--- src/rtl/pipeline_hazard_ctrl.sv ---
// pipeline_hazard_ctrl: stall/flush/bubble sequencer for the IF_ID, ID_EX and
// EX_MEM registers and the PC, with precise exception entry (EPC + cause).
// Optional performance counters are built when HAZARD_PERF_CNT_EN is defined.
module pipeline_hazard_ctrl #(
    parameter logic [31:0] HANDLER_PC   = 32'h0000_0080,
    parameter int unsigned FLUSH_CYCLES = 2,
    parameter int unsigned MEM_TIMEOUT  = 16
) (
    input  logic        clk,
    input  logic        reset,
    input  logic [2:0]  id_rs1,
    input  logic [2:0]  id_rs2,
    input  logic        id_use_rs1,
    input  logic        id_use_rs2,
    input  logic        ex_mem_read,
    input  logic [2:0]  ex_rd_load,
    input  logic        ex_invalid,
    input  logic        ex_cause,
    input  logic [31:0] ex_pc,
    input  logic        mem_busy,
    input  logic [31:0] mem_pc,
    output logic        pc_write,
    output logic        if_write,
    output logic        id_write,
    output logic        exmem_write,
    output logic        ifid_flush,
    output logic        idex_bubble,
    output logic        exmem_bubble,
    output logic        pc_sel,
    output logic [31:0] handler_pc,
    output logic [31:0] epc,
    output logic [1:0]  cause_reg,
    output logic        exc_active
`ifdef HAZARD_PERF_CNT_EN
    ,
    output logic [15:0] stall_cnt,
    output logic [15:0] wait_cnt,
    output logic [7:0]  exc_cnt
`endif
);

    localparam int unsigned TimeoutW = 8;
    localparam int unsigned FlushW   = 4;

    typedef enum logic [1:0] {
        RUN          = 2'd0,
        MEM_WAIT     = 2'd1,
        EXC_FLUSH    = 2'd2,
        EXC_REDIRECT = 2'd3
    } stateT;

    stateT               stateQ;
    stateT               nextState;
    logic [TimeoutW-1:0] timeoutCnt;
    logic [FlushW-1:0]   flushCnt;
    logic                memExc;
    logic                exExc;
    logic                loadUse;
    logic                runLike;
    logic                timeoutHit;
    logic                flushDone;

    assign handler_pc = HANDLER_PC;

    // Hazard and counter-terminal decodes shared by the FSM and datapath
    assign loadUse    = ex_mem_read &
                        ((id_use_rs1 & (id_rs1 == ex_rd_load)) |
                         (id_use_rs2 & (id_rs2 == ex_rd_load)));
    assign runLike    = (stateQ == RUN) || (stateQ == MEM_WAIT);
    assign timeoutHit = (timeoutCnt == TimeoutW'(MEM_TIMEOUT - 1));
    assign flushDone  = (flushCnt == FlushW'(FLUSH_CYCLES - 1));

    // State register
    always_ff @(posedge clk or negedge reset) begin
        if (!reset) begin
            stateQ <= RUN;
        end else begin
            stateQ <= nextState;
        end
    end

    // Next-state logic; MEM_WAIT with memory ready behaves exactly like RUN
    always_comb begin
        nextState = stateQ;
        memExc    = 1'b0;
        exExc     = 1'b0;
        case (stateQ)
            RUN, MEM_WAIT: begin
                if (mem_busy) begin
                    if (timeoutHit) begin
                        memExc    = 1'b1;
                        nextState = EXC_FLUSH;
                    end else begin
                        nextState = MEM_WAIT;
                    end
                end else if (ex_invalid) begin
                    exExc     = 1'b1;
                    nextState = EXC_FLUSH;
                end else begin
                    nextState = RUN;
                end
            end
            EXC_FLUSH: begin
                if (flushDone) begin
                    nextState = EXC_REDIRECT;
                end
            end
            EXC_REDIRECT: nextState = RUN;
            default:      nextState = RUN;
        endcase
    end

    // Pipeline control outputs, all forced low while reset is asserted
    always_comb begin
        pc_write     = 1'b0;
        if_write     = 1'b0;
        id_write     = 1'b0;
        exmem_write  = 1'b0;
        ifid_flush   = 1'b0;
        idex_bubble  = 1'b0;
        exmem_bubble = 1'b0;
        pc_sel       = 1'b0;
        exc_active   = 1'b0;
        if (reset) begin
            case (stateQ)
                RUN, MEM_WAIT: begin
                    if (mem_busy) begin
                        pc_write = 1'b0;
                    end else if (ex_invalid) begin
                        id_write     = 1'b1;
                        exmem_write  = 1'b1;
                        ifid_flush   = 1'b1;
                        idex_bubble  = 1'b1;
                        exmem_bubble = 1'b1;
                    end else if (loadUse) begin
                        id_write    = 1'b1;
                        exmem_write = 1'b1;
                        idex_bubble = 1'b1;
                    end else begin
                        pc_write    = 1'b1;
                        if_write    = 1'b1;
                        id_write    = 1'b1;
                        exmem_write = 1'b1;
                    end
                end
                EXC_FLUSH: begin
                    id_write     = 1'b1;
                    exmem_write  = 1'b1;
                    ifid_flush   = 1'b1;
                    idex_bubble  = 1'b1;
                    exmem_bubble = 1'b1;
                    exc_active   = 1'b1;
                end
                EXC_REDIRECT: begin
                    pc_write    = 1'b1;
                    if_write    = 1'b1;
                    id_write    = 1'b1;
                    exmem_write = 1'b1;
                    ifid_flush  = 1'b1;
                    pc_sel      = 1'b1;
                    exc_active  = 1'b1;
                end
                default: pc_write = 1'b0;
            endcase
        end
    end

    // Timeout/flush counters and exception capture
    always_ff @(posedge clk or negedge reset) begin
        if (!reset) begin
            timeoutCnt <= '0;
            flushCnt   <= '0;
            epc        <= '0;
            cause_reg  <= 2'b00;
        end else begin
            timeoutCnt <= (runLike && mem_busy && !timeoutHit) ?
                          timeoutCnt + TimeoutW'(1) : '0;
            flushCnt   <= (stateQ == EXC_FLUSH && !flushDone) ?
                          flushCnt + FlushW'(1) : '0;
            if (memExc) begin
                epc       <= mem_pc;
                cause_reg <= 2'b10;
            end else if (exExc) begin
                epc       <= ex_pc;
                cause_reg <= {ex_cause, 1'b1};
            end
        end
    end

`ifdef HAZARD_PERF_CNT_EN
    logic stallNow;
    logic excEntry;

    assign stallNow = runLike & ~mem_busy & ~ex_invalid & loadUse;
    assign excEntry = memExc | exExc;

    // Saturating event counters
    always_ff @(posedge clk or negedge reset) begin
        if (!reset) begin
            stall_cnt <= '0;
            wait_cnt  <= '0;
            exc_cnt   <= '0;
        end else begin
            if (stallNow && stall_cnt != 16'hFFFF) begin
                stall_cnt <= stall_cnt + 16'd1;
            end
            if (stateQ == MEM_WAIT && wait_cnt != 16'hFFFF) begin
                wait_cnt <= wait_cnt + 16'd1;
            end
            if (excEntry && exc_cnt != 8'hFF) begin
                exc_cnt <= exc_cnt + 8'd1;
            end
        end
    end
`endif

endmodule

--- config.mk ---
export PLATFORM = sky130hd
export DESIGN_NAME = pipeline_hazard_ctrl
export DESIGN_NICKNAME = d
export VERILOG_FILES = /design/src/rtl/pipeline_hazard_ctrl.sv
export SDC_FILE = /design/constraint.sdc
export NUM_CORES = 1
export LEC_CHECK = 0
export ABC_CLOCK_PERIOD_IN_PS = 3880
export CAP_MARGIN = 20
export CELL_PAD_IN_SITES_DETAIL_PLACEMENT = 1
export CELL_PAD_IN_SITES_GLOBAL_PLACEMENT = 1
export CORE_MARGIN = 1.5
export CORE_UTILIZATION = 34
export DETAILED_ROUTE_END_ITERATION = 7
export DONT_BUFFER_PORTS = 1
export PLACE_DENSITY = 0.6
export SLEW_MARGIN = 20
export SYNTH_ARGS = -nofsm -noshare
export SYNTH_HDL_FRONTEND = slang
export SYNTH_SLANG_ARGS = --single-unit
--- constraint.sdc ---
create_clock -name clk -period 3.88 [get_ports clk]
set_input_delay 0.776 -clock clk [delete_from_list [all_inputs] [get_ports clk]]
set_output_delay 0.776 -clock clk [all_outputs]
set_load 0.01 [all_outputs]
==> results of run 1 <==
path summary, 6_finish.rpt:
kind | startpoint | to
min | reset | stateQ[0]$_DFFE_PN0P_
max | ex_rd_load[1] | idex_bubble
min reg2reg | timeoutCnt[0]$_DFF_PN0_ | timeoutCnt[0]$_DFF_PN0_
max in group asynchronous | reset | epc[7]$_DFFE_PN0P_
max reg2reg | timeoutCnt[4]$_DFF_PN0_ | epc[22]$_DFFE_PN0P_
min in group clk | timeoutCnt[0]$_DFF_PN0_ | timeoutCnt[0]$_DFF_PN0_
report_power, final:
| part | switching, W | internal (W) | total, W |
|---|---|---|---|
| registers | 0.000224 | 0.000684 | 0.000908 |
| clock network | 0.000156 | 0.000123 | 0.000279 |
| logic | 0.000166 | 0.000160 | 0.000326 |
| total | 0.000546 | 0.000967 | 0.00151 |
final cells by class:
type	count	area, sq um
flip-flops and latches	48	1201
well taps	99	123.9
repair buffers	3	22.52
clock buffers	6	72.57
inverters	5	18.77
multi-input cells	165	1099
fillers	831	4672
clock inverters	1	5.005
cell usage in the layout, fill, tap and decap left out, types with 4 or more instances in the layout:
cell and n:
sky130_fd_sc_hd__nor2_1 12, sky130_fd_sc_hd__a22o_1 28, sky130_fd_sc_hd__clkbuf_8 5, sky130_fd_sc_hd__dfrtp_1 48, sky130_fd_sc_hd__inv_1 5, sky130_fd_sc_hd__xnor2_1 8
sky130_fd_sc_hd__nand2b_1 4, sky130_fd_sc_hd__mux2i_1 4, sky130_fd_sc_hd__a21o_1 28, sky130_fd_sc_hd__o21ai_0 6, sky130_fd_sc_hd__nand2_1 8, sky130_fd_sc_hd__conb_1 32
sky130_fd_sc_hd__xor2_1 4
critical path, delay by kind of cell:
kind,cells,cell delay (ns)
AOI/OAI and AO/OA,2,0.56
xor gates and xnor gates,1,0.13
and+or+nand+nor,1,0.20
metrics by stage:
step / cells / util (%) / area (sq um)
floorplan: 263 / - / 2631
global placement: 320 / 34.17 / 2465
detailed placement: 320 / 34.17 / 2465
CTS: 327 / 35.24 / 2542
global route: 327 / 35.24 / 2542
finish: 327 / 35.24 / 2542
kinds of logic after synthesis:
logic type | Yosys count | synth area share, %
AO/OA/AOI/OAI | 73 | 22.40
XOR/XNOR | 12 | 4.173
adder cells (fa/ha/maj) | 3 | 1.490
buffers and inverters | 50 | 13.81
flip-flops | 48 | 47.69
multiplexers | 4 | 1.590
other | 2 | 0.2982
AND/OR/NAND/NOR | 41 | 8.545
Yosys cell counts (3+ instances only):
cell type	count
sky130_fd_sc_hd__xor2_1	4
sky130_fd_sc_hd__nand2b_1	4
sky130_fd_sc_hd__buf_4	36
sky130_fd_sc_hd__dfrtp_1	48
sky130_fd_sc_hd__ha_1	3
sky130_fd_sc_hd__clkbuf_1	3
sky130_fd_sc_hd__xnor2_1	8
sky130_fd_sc_hd__a22o_1	28
sky130_fd_sc_hd__a21o_1	28
sky130_fd_sc_hd__nand2_1	8
sky130_fd_sc_hd__nand3_1	3
sky130_fd_sc_hd__mux2i_1	4
sky130_fd_sc_hd__o21bai_1	3
sky130_fd_sc_hd__buf_6	3
sky130_fd_sc_hd__o21ai_0	6
sky130_fd_sc_hd__nor2_1	13
sky130_fd_sc_hd__inv_1	5
layer usage:
| metal | track usage (%) | vias up | routed length, microns |
|---|---|---|---|
| met4 | 2.937 | 0 | 21 |
| met3 | 3.693 | 3 | 403 |
| met1 | 14.29 | 801 | 2033 |
| met5 | 0 | - | 0 |
| li1 | - | 737 | - |
| met2 | 20.66 | 75 | 2594 |
==> results.rst, run 1 <==
.. list-table::
   :header-rows: 1

   * - Metric
     - Value
   * - Count of input and output buffers
     - 0
   * - Core area
     - roughly 7000 sq um
   * - Proportion of synthesized flip-flops having asynchronous set or reset
     - 100.0%
   * - Clock slew seen by the registers of the worst setup and hold paths
     - 0.09 ns
   * - Signal arrival time at the worst endpoint
     - 1.67 ns
   * - Library cell contributing the largest single delay on the critical path
     - sky130_fd_sc_hd__a221oi_1
   * - CP max FO
     - 2
   * - Max Cap Viol
     - 0
   * - Post-synthesis instance area
     - 2519 sq um
   * - Largest net degree at the start of global routing
     - between 50 and 60
   * - Iter 0 DRT Violations
     - 35
   * - Number of core rows
     - 31
   * - Average cell area after synthesis
     - 10.81 sq um
   * - WHS
     - 0.1670 ns
   * - Static power due to leakage
     - 1.311 nW
   * - Synth cell types
     - 36
   * - Total vias in the final route
     - between 1,500 and 2,000
   * - Number of global-route vias before repair
     - 1,457
   * - Largest stage delay on the critical path
     - 0.45 ns
   * - Horizontal die dimension
     - slightly below 90 microns
   * - Detail Route Antenna Nets
     - 0
   * - Portion of the post-synthesis area used by sequential elements
     - about 48%
   * - Achievable clock frequency
     - 0.4090 GHz
   * - Boundary Pins
     - approximately 160
   * - Kind of start point of the critical path
     - input port
   * - Critical path data required time
     - 3.10 ns
   * - Final hold vios
     - 0
   * - Relative max-transition margin
     - around three fifths
   * - Number of detailed-route iterations in the first pass
     - 4
   * - Die area
     - between 7000 and 8000 sq um
   * - Clk_lat worst skew
     - 0.29 ns
   * - Routed WL
     - 5053 microns
   * - Ordered cell list for the critical path
     - xnor2_1 -> and4_1 -> o21ai_0 -> a221oi_1
   * - Final worst clock skew
     - 0.007149 ns
   * - Inserted Diodes
     - 0
   * - YS warnings
     - 0
   * - Share of the synthesized area in the top cell type
     - 47.69%
   * - Quantity of gates resized following cts
     - 0
   * - Final estimated routing congestion in global placement
     - 0.6948
   * - Final critical path time including I/O delays and setup
     - 2.445 ns
   * - Power per cell area
     - 595.2 nW/um^2
   * - Run status
     - finished clean
   * - Synth-to-layout area growth
     - 0.9439%
   * - EDFF count, synth
     - 0
   * - Top_reg_cell synth
     - sky130_fd_sc_hd__dfrtp_1
   * - Initial Utilization
     - a little over a third
   * - Fraction of final layout cells with drive strength greater than 1
     - approximately 5.7%
   * - Least-Margin Pin Slew
     - approximately 0.6 ns
   * - Number of hold buffers added after CTS
     - 0
   * - Minimum setup slack after placement
     - 1.424 ns
   * - Max-slew violation total from the final report
     - 0
   * - Number of setup buffers added after CTS
     - 0
   * - Grt ovf
     - 0
   * - Maximum count of clock buffers along a single path
     - 2
   * - Gate count of the mapped netlist
     - 233
   * - Average wire length per cell after detail routing
     - 15.45 microns
   * - Htree depth
     - 2
   * - Final-report setup violation count
     - 0
   * - DIE HEIGHT
     - 89.07 microns
   * - Detailed placement HPWL
     - 3676 microns
   * - Number of antenna violations at the first check in global routing
     - 0
   * - Most area-hungry cell type in the Yosys netlist
     - sky130_fd_sc_hd__dfrtp_1
   * - Clock tree from TritonCTS
     - built
   * - Share of the clock period used by the worst path after layout
     - between 60% and 70%
   * - Via count normalized by instance count
     - 4.942
   * - Largest registers in the final layout
     - epc (32), timeoutCnt (8), flushCnt (4)
   * - Clock net sink count
     - 48
   * - Length in cells of the worst reg-to-reg path
     - 5
   * - DRC violations left
     - 0
   * - PnR worst setup slack
     - 1.435 ns
   * - Global-route wire length before repair
     - 7141 microns
   * - Setup TNS
     - 0 ns
   * - Setup repair after global routing missed its margin
     - no
   * - Number of flip-flops under the largest register name
     - 32
   * - Min-Delay Path Class
     - input port to asynchronous set/reset pin
   * - Internal reg-to-reg setup slack
     - between 1.5 and 2 ns
   * - Combined global-route utilization of all metal layers
     - 11.84%
   * - Crit. End Element
     - primary output
   * - Maximum resistive drop on vdd
     - 0.2115 mV
   * - Largest cells by area after synthesis
     - sky130_fd_sc_hd__dfrtp_1 48%, sky130_fd_sc_hd__buf_4 11%, sky130_fd_sc_hd__a22o_1 9.7%, sky130_fd_sc_hd__a21o_1 8.3%, sky130_fd_sc_hd__xnor2_1 2.8%
   * - Critical path start-end classification
     - input port to primary output
   * - Clock root cell
     - sky130_fd_sc_hd__clkbuf_8
   * - Synthesized flop and latch total
     - 48
   * - Number of CTS-inserted buffers
     - 5
   * - Fin nets
     - 312
   * - Total power of the final layout
     - approximately 0.0015 W
   * - Reg with most FFs
     - epc
No activity file was read; power rests on OpenSTA's default activity.
==> run 2: changes to the inputs <==
--- a/config.mk
+++ b/config.mk
@@ -5,7 +5,7 @@
 export SDC_FILE = /design/constraint.sdc
 export NUM_CORES = 1
 export LEC_CHECK = 0
-export ABC_CLOCK_PERIOD_IN_PS = 3880
+export ABC_CLOCK_PERIOD_IN_PS = 2050
 export CAP_MARGIN = 20
 export CELL_PAD_IN_SITES_DETAIL_PLACEMENT = 1
 export CELL_PAD_IN_SITES_GLOBAL_PLACEMENT = 1
@@ -13,7 +13,7 @@
 export CORE_UTILIZATION = 34
 export DETAILED_ROUTE_END_ITERATION = 7
 export DONT_BUFFER_PORTS = 1
-export PLACE_DENSITY = 0.6
+export PLACE_DENSITY = 0.62
 export SLEW_MARGIN = 20
 export SYNTH_ARGS = -nofsm -noshare
 export SYNTH_HDL_FRONTEND = slang
==> constraint.sdc (replaced) <==
create_clock -name clk -period 2.05 [get_ports clk]
set_input_delay 0.41 -clock clk [delete_from_list [all_inputs] [get_ports clk]]
set_output_delay 0.41 -clock clk [all_outputs]
set_load 0.01 [all_outputs]
==> results.rst, run 2 (synthesis results as in run 1) <==
.. list-table::
   :header-rows: 1

   * - Metric
     - Value
   * - Largest registers in the final layout
     - epc (32), timeoutCnt (8), flushCnt (4) (unchanged)
   * - Number of antenna violations at the first check in global routing
     - 0 (unchanged)
   * - Startpoint of the lowest-slack hold path
     - mem_pc[31]
   * - Clock slew seen by the registers of the worst setup and hold paths
     - 0.08 ns (was 0.09 ns)
   * - Fin nets
     - 322 (was 312)
   * - Final estimated routing congestion in global placement
     - 0.7227 (was 0.6948)
   * - Ordered cell list for the critical path
     - or4_4 -> nor3_4 -> buf_6 -> a22o_1 -> a21o_1 (was xnor2_1 -> and4_1 -> o21ai_0 -> a221oi_1)
   * - Clk_lat worst skew
     - 0.29 ns (about the same)
   * - Inserted Diodes
     - 0 (unchanged)
   * - Clock net sink count
     - 48 (unchanged)
   * - Via count normalized by instance count
     - 4.888 (was 4.942)
   * - Critical path data required time
     - 2.29 ns (was 3.10 ns)
   * - Run status
     - finished clean (unchanged)
   * - Number of global-route vias before repair
     - 1,527 (was 1,457)
   * - Most common library cell in the layout ignoring fill and taps
     - sky130_fd_sc_hd__dfrtp_1 (unchanged)
   * - Iter 0 DRT Violations
     - 47 (was 35)
   * - Detailed placement HPWL
     - 3729 microns (was 3676 microns)
   * - Top delay family on crit path
     - simple AND/OR/NAND/NOR gates (was compound AO/OA/AOI/OAI gates)
   * - Clock tree from TritonCTS
     - built (unchanged)
   * - Initial Utilization
     - 34.91% (unchanged)
   * - Crit path from
     - timeoutCnt[5]$_DFF_PN0_ (was ex_rd_load[1])
   * - Relative max-transition margin
     - 55.28% (was 60.05%)
   * - Final critical path time including I/O delays and setup
     - 1.877 ns
   * - Maximum resistive drop on vdd
     - 0.3685 mV (was 0.2115 mV)
   * - Combined global-route utilization of all metal layers
     - 12.24% (was 11.84%)
   * - Largest net degree at the start of global routing
     - 49 (was 54)
   * - Synth-to-layout area growth
     - 5.812% (was 0.9439%)
   * - Sequential cell area in the final layout
     - 1201 sq um (unchanged)
   * - Clock root cell
     - sky130_fd_sc_hd__clkbuf_8 (unchanged)
   * - Fraction of final layout cells with drive strength greater than 1
     - 9.623% (was 5.702%)
   * - Die area
     - 7933 sq um (unchanged)
   * - Least-Margin Pin Slew
     - 0.6692 ns (was 0.5972 ns)
   * - Setup repair after global routing missed its margin
     - no (unchanged)
   * - Share of the clock period used by the worst path after layout
     - 91.57%
   * - Final worst clock skew
     - 0.007395 ns (was 0.007149 ns)
   * - Grt ovf
     - 0 (unchanged)
   * - Kind of start point of the critical path
     - flip-flop (was input port)
   * - Count of input and output buffers
     - 0 (unchanged)
   * - Crit. End Element
     - flip-flop (was primary output)
   * - CP max FO
     - 38 (was 2)
   * - Library cell contributing the largest single delay on the critical path
     - sky130_fd_sc_hd__or4_4 (was sky130_fd_sc_hd__a221oi_1)
   * - Min-Delay Path Class
     - input port to flip-flop (was input port to asynchronous set/reset pin)
   * - Average wire length per cell after detail routing
     - 15.49 microns (was 15.45 microns)
   * - Max Cap Viol
     - 0 (unchanged)
   * - Number of detailed-route iterations in the first pass
     - 4 (unchanged)
   * - Highest-count cells in the layout ignoring fill and taps
     - 48 x sky130_fd_sc_hd__dfrtp_1, 32 x sky130_fd_sc_hd__conb_1, 28 x sky130_fd_sc_hd__a22o_1, 28 x sky130_fd_sc_hd__a21o_1, 12 x sky130_fd_sc_hd__nor2_1 (unchanged)
   * - Number of core rows
     - 31 (unchanged)
   * - Achievable clock frequency
     - 0.5327 GHz
   * - CP Buf/Inv Count
     - 1 (was 0)
   * - Number of flip-flops under the largest register name
     - 32 (unchanged)
   * - Detail Route Antenna Nets
     - 0 (unchanged)
   * - Final-report setup violation count
     - 0 (unchanged)
   * - WHS
     - 0.2377 ns (was 0.1670 ns)
   * - Startpoint of the lowest-slack register-to-register path
     - timeoutCnt[5]$_DFF_PN0_ (was timeoutCnt[4]$_DFF_PN0_)
   * - Total vias in the final route
     - 1,652 (was 1,616)
   * - Multi-input gate area
     - 1104 sq um (was 1099 sq um)
   * - Final hold vios
     - 0 (unchanged)
   * - DRC violations left
     - 0 (unchanged)
   * - Horizontal die dimension
     - 89.07 microns (unchanged)
   * - Signal arrival time at the worst endpoint
     - 2.11 ns (was 1.67 ns)
   * - DIE HEIGHT
     - 89.07 microns (unchanged)
   * - Count of fill cells added during filler insertion
     - 826 (was 831)
   * - Total power of the final layout
     - 0.002986 W (was 0.001513 W)
   * - Boundary Pins
     - 156 (unchanged)
   * - Reg with most FFs
     - epc (unchanged)
   * - Htree depth
     - 2 (unchanged)
   * - Routed WL
     - 5235 microns (was 5053 microns)
   * - Number of CTS-inserted buffers
     - 5 (unchanged)
   * - Critical path start-end classification
     - flip-flop to flip-flop (was input port to primary output)
   * - Global-route wire length before repair
     - 7341 microns (was 7141 microns)
   * - Static power due to leakage
     - 1.374 nW (was 1.311 nW)
   * - Largest stage delay on the critical path
     - 0.57 ns (was 0.45 ns)
   * - Max-slew violation total from the final report
     - 0 (unchanged)
   * - Maximum count of clock buffers along a single path
     - 2 (unchanged)
   * - Core area
     - 7214 sq um (unchanged)
   * - Power per cell area
     - 1121 nW/um^2 (was 595.2 nW/um^2)
==> run 2: cell types whose count changed in the layout (fill, tap and decap cells not counted), sizes merged <==
cell,change
buf,+9
clkbuf,+1
clkinv,-1
clkinvlp,+1
dlygate4sd3,+1
==> run 2: path summary, 6_finish.rpt <==
path	endpoint	slack (ns)	depth (start not counted)
worst max-delay path	epc[10]$_DFFE_PN0P_	0.17	5
worst max register to register	epc[10]$_DFFE_PN0P_	0.17	5
max in group asynchronous	epc[22]$_DFFE_PN0P_	1.19	2
worst min-delay path	epc[31]$_DFFE_PN0P_	0.24	2
worst min register to register	flushCnt[0]$_DFF_PN0_	0.50	1
min in group asynchronous	epc[7]$_DFFE_PN0P_	0.65	2
==> run 2: area by class of cell <==
type / count / share of cell area (%)
Inverter: 5 / 0.7042
Clock buffer: 7 / 3.239
Tap cell: 99 / 4.648
Timing Repair Buffer: 13 / 4.648
Clock inverter: 1 / 0.2817
Sequential cell: 48 / 45.07
Multi-Input combinational cell: 165 / 41.41
==> run 2: power breakdown <==
part           leakage (nW)  switching (W)  internal, W  total [W]
Clock                0.0445       0.000298     0.000274   0.000572
Combinational         0.724       0.000369     0.000349   0.000718
Sequential            0.605       0.000403      0.00129    0.00170
==> run 2: timing repair <==
item,4_1_cts,5_1_grt
gates resized for setup,0,1
setup buffers,0,0
hold buffers,2,0
hold endpoints to repair,48,0
endpoints found under the setup margin,0,29
==> run 2: metal layers <==
metal  vias to the layer above  part of all wire, %  track usage, %  wire length, microns
met5                         -                    0               0                     0
met4                         0                 0.53           3.077                    28
met3                         2                  7.5           3.324                   395
met2                        77                   53           22.11                  2779
met1                       814                   39           14.44                  2031
li1                        759                    -               -                     -
==> run 2: stage by stage <==
step | worst slack, ns | util, % | cells | cell area (sq um) | TNS, ns
4_1_cts | 0.06392 | 36.89 | 338 | 2661 | 0
5_1_grt | 0.04803 | 36.94 | 338 | 2665 | 0
2_1_floorplan | 0.3460 | - | 263 | 2631 | 0
3_3_place_gp | -0.1019 | 35.00 | 328 | 2525 | -0.1019
3_5_place_dp | 0.08286 | 35.07 | 328 | 2530 | 0
6_report | 0.1728 | 36.94 | 338 | 2665 | 0
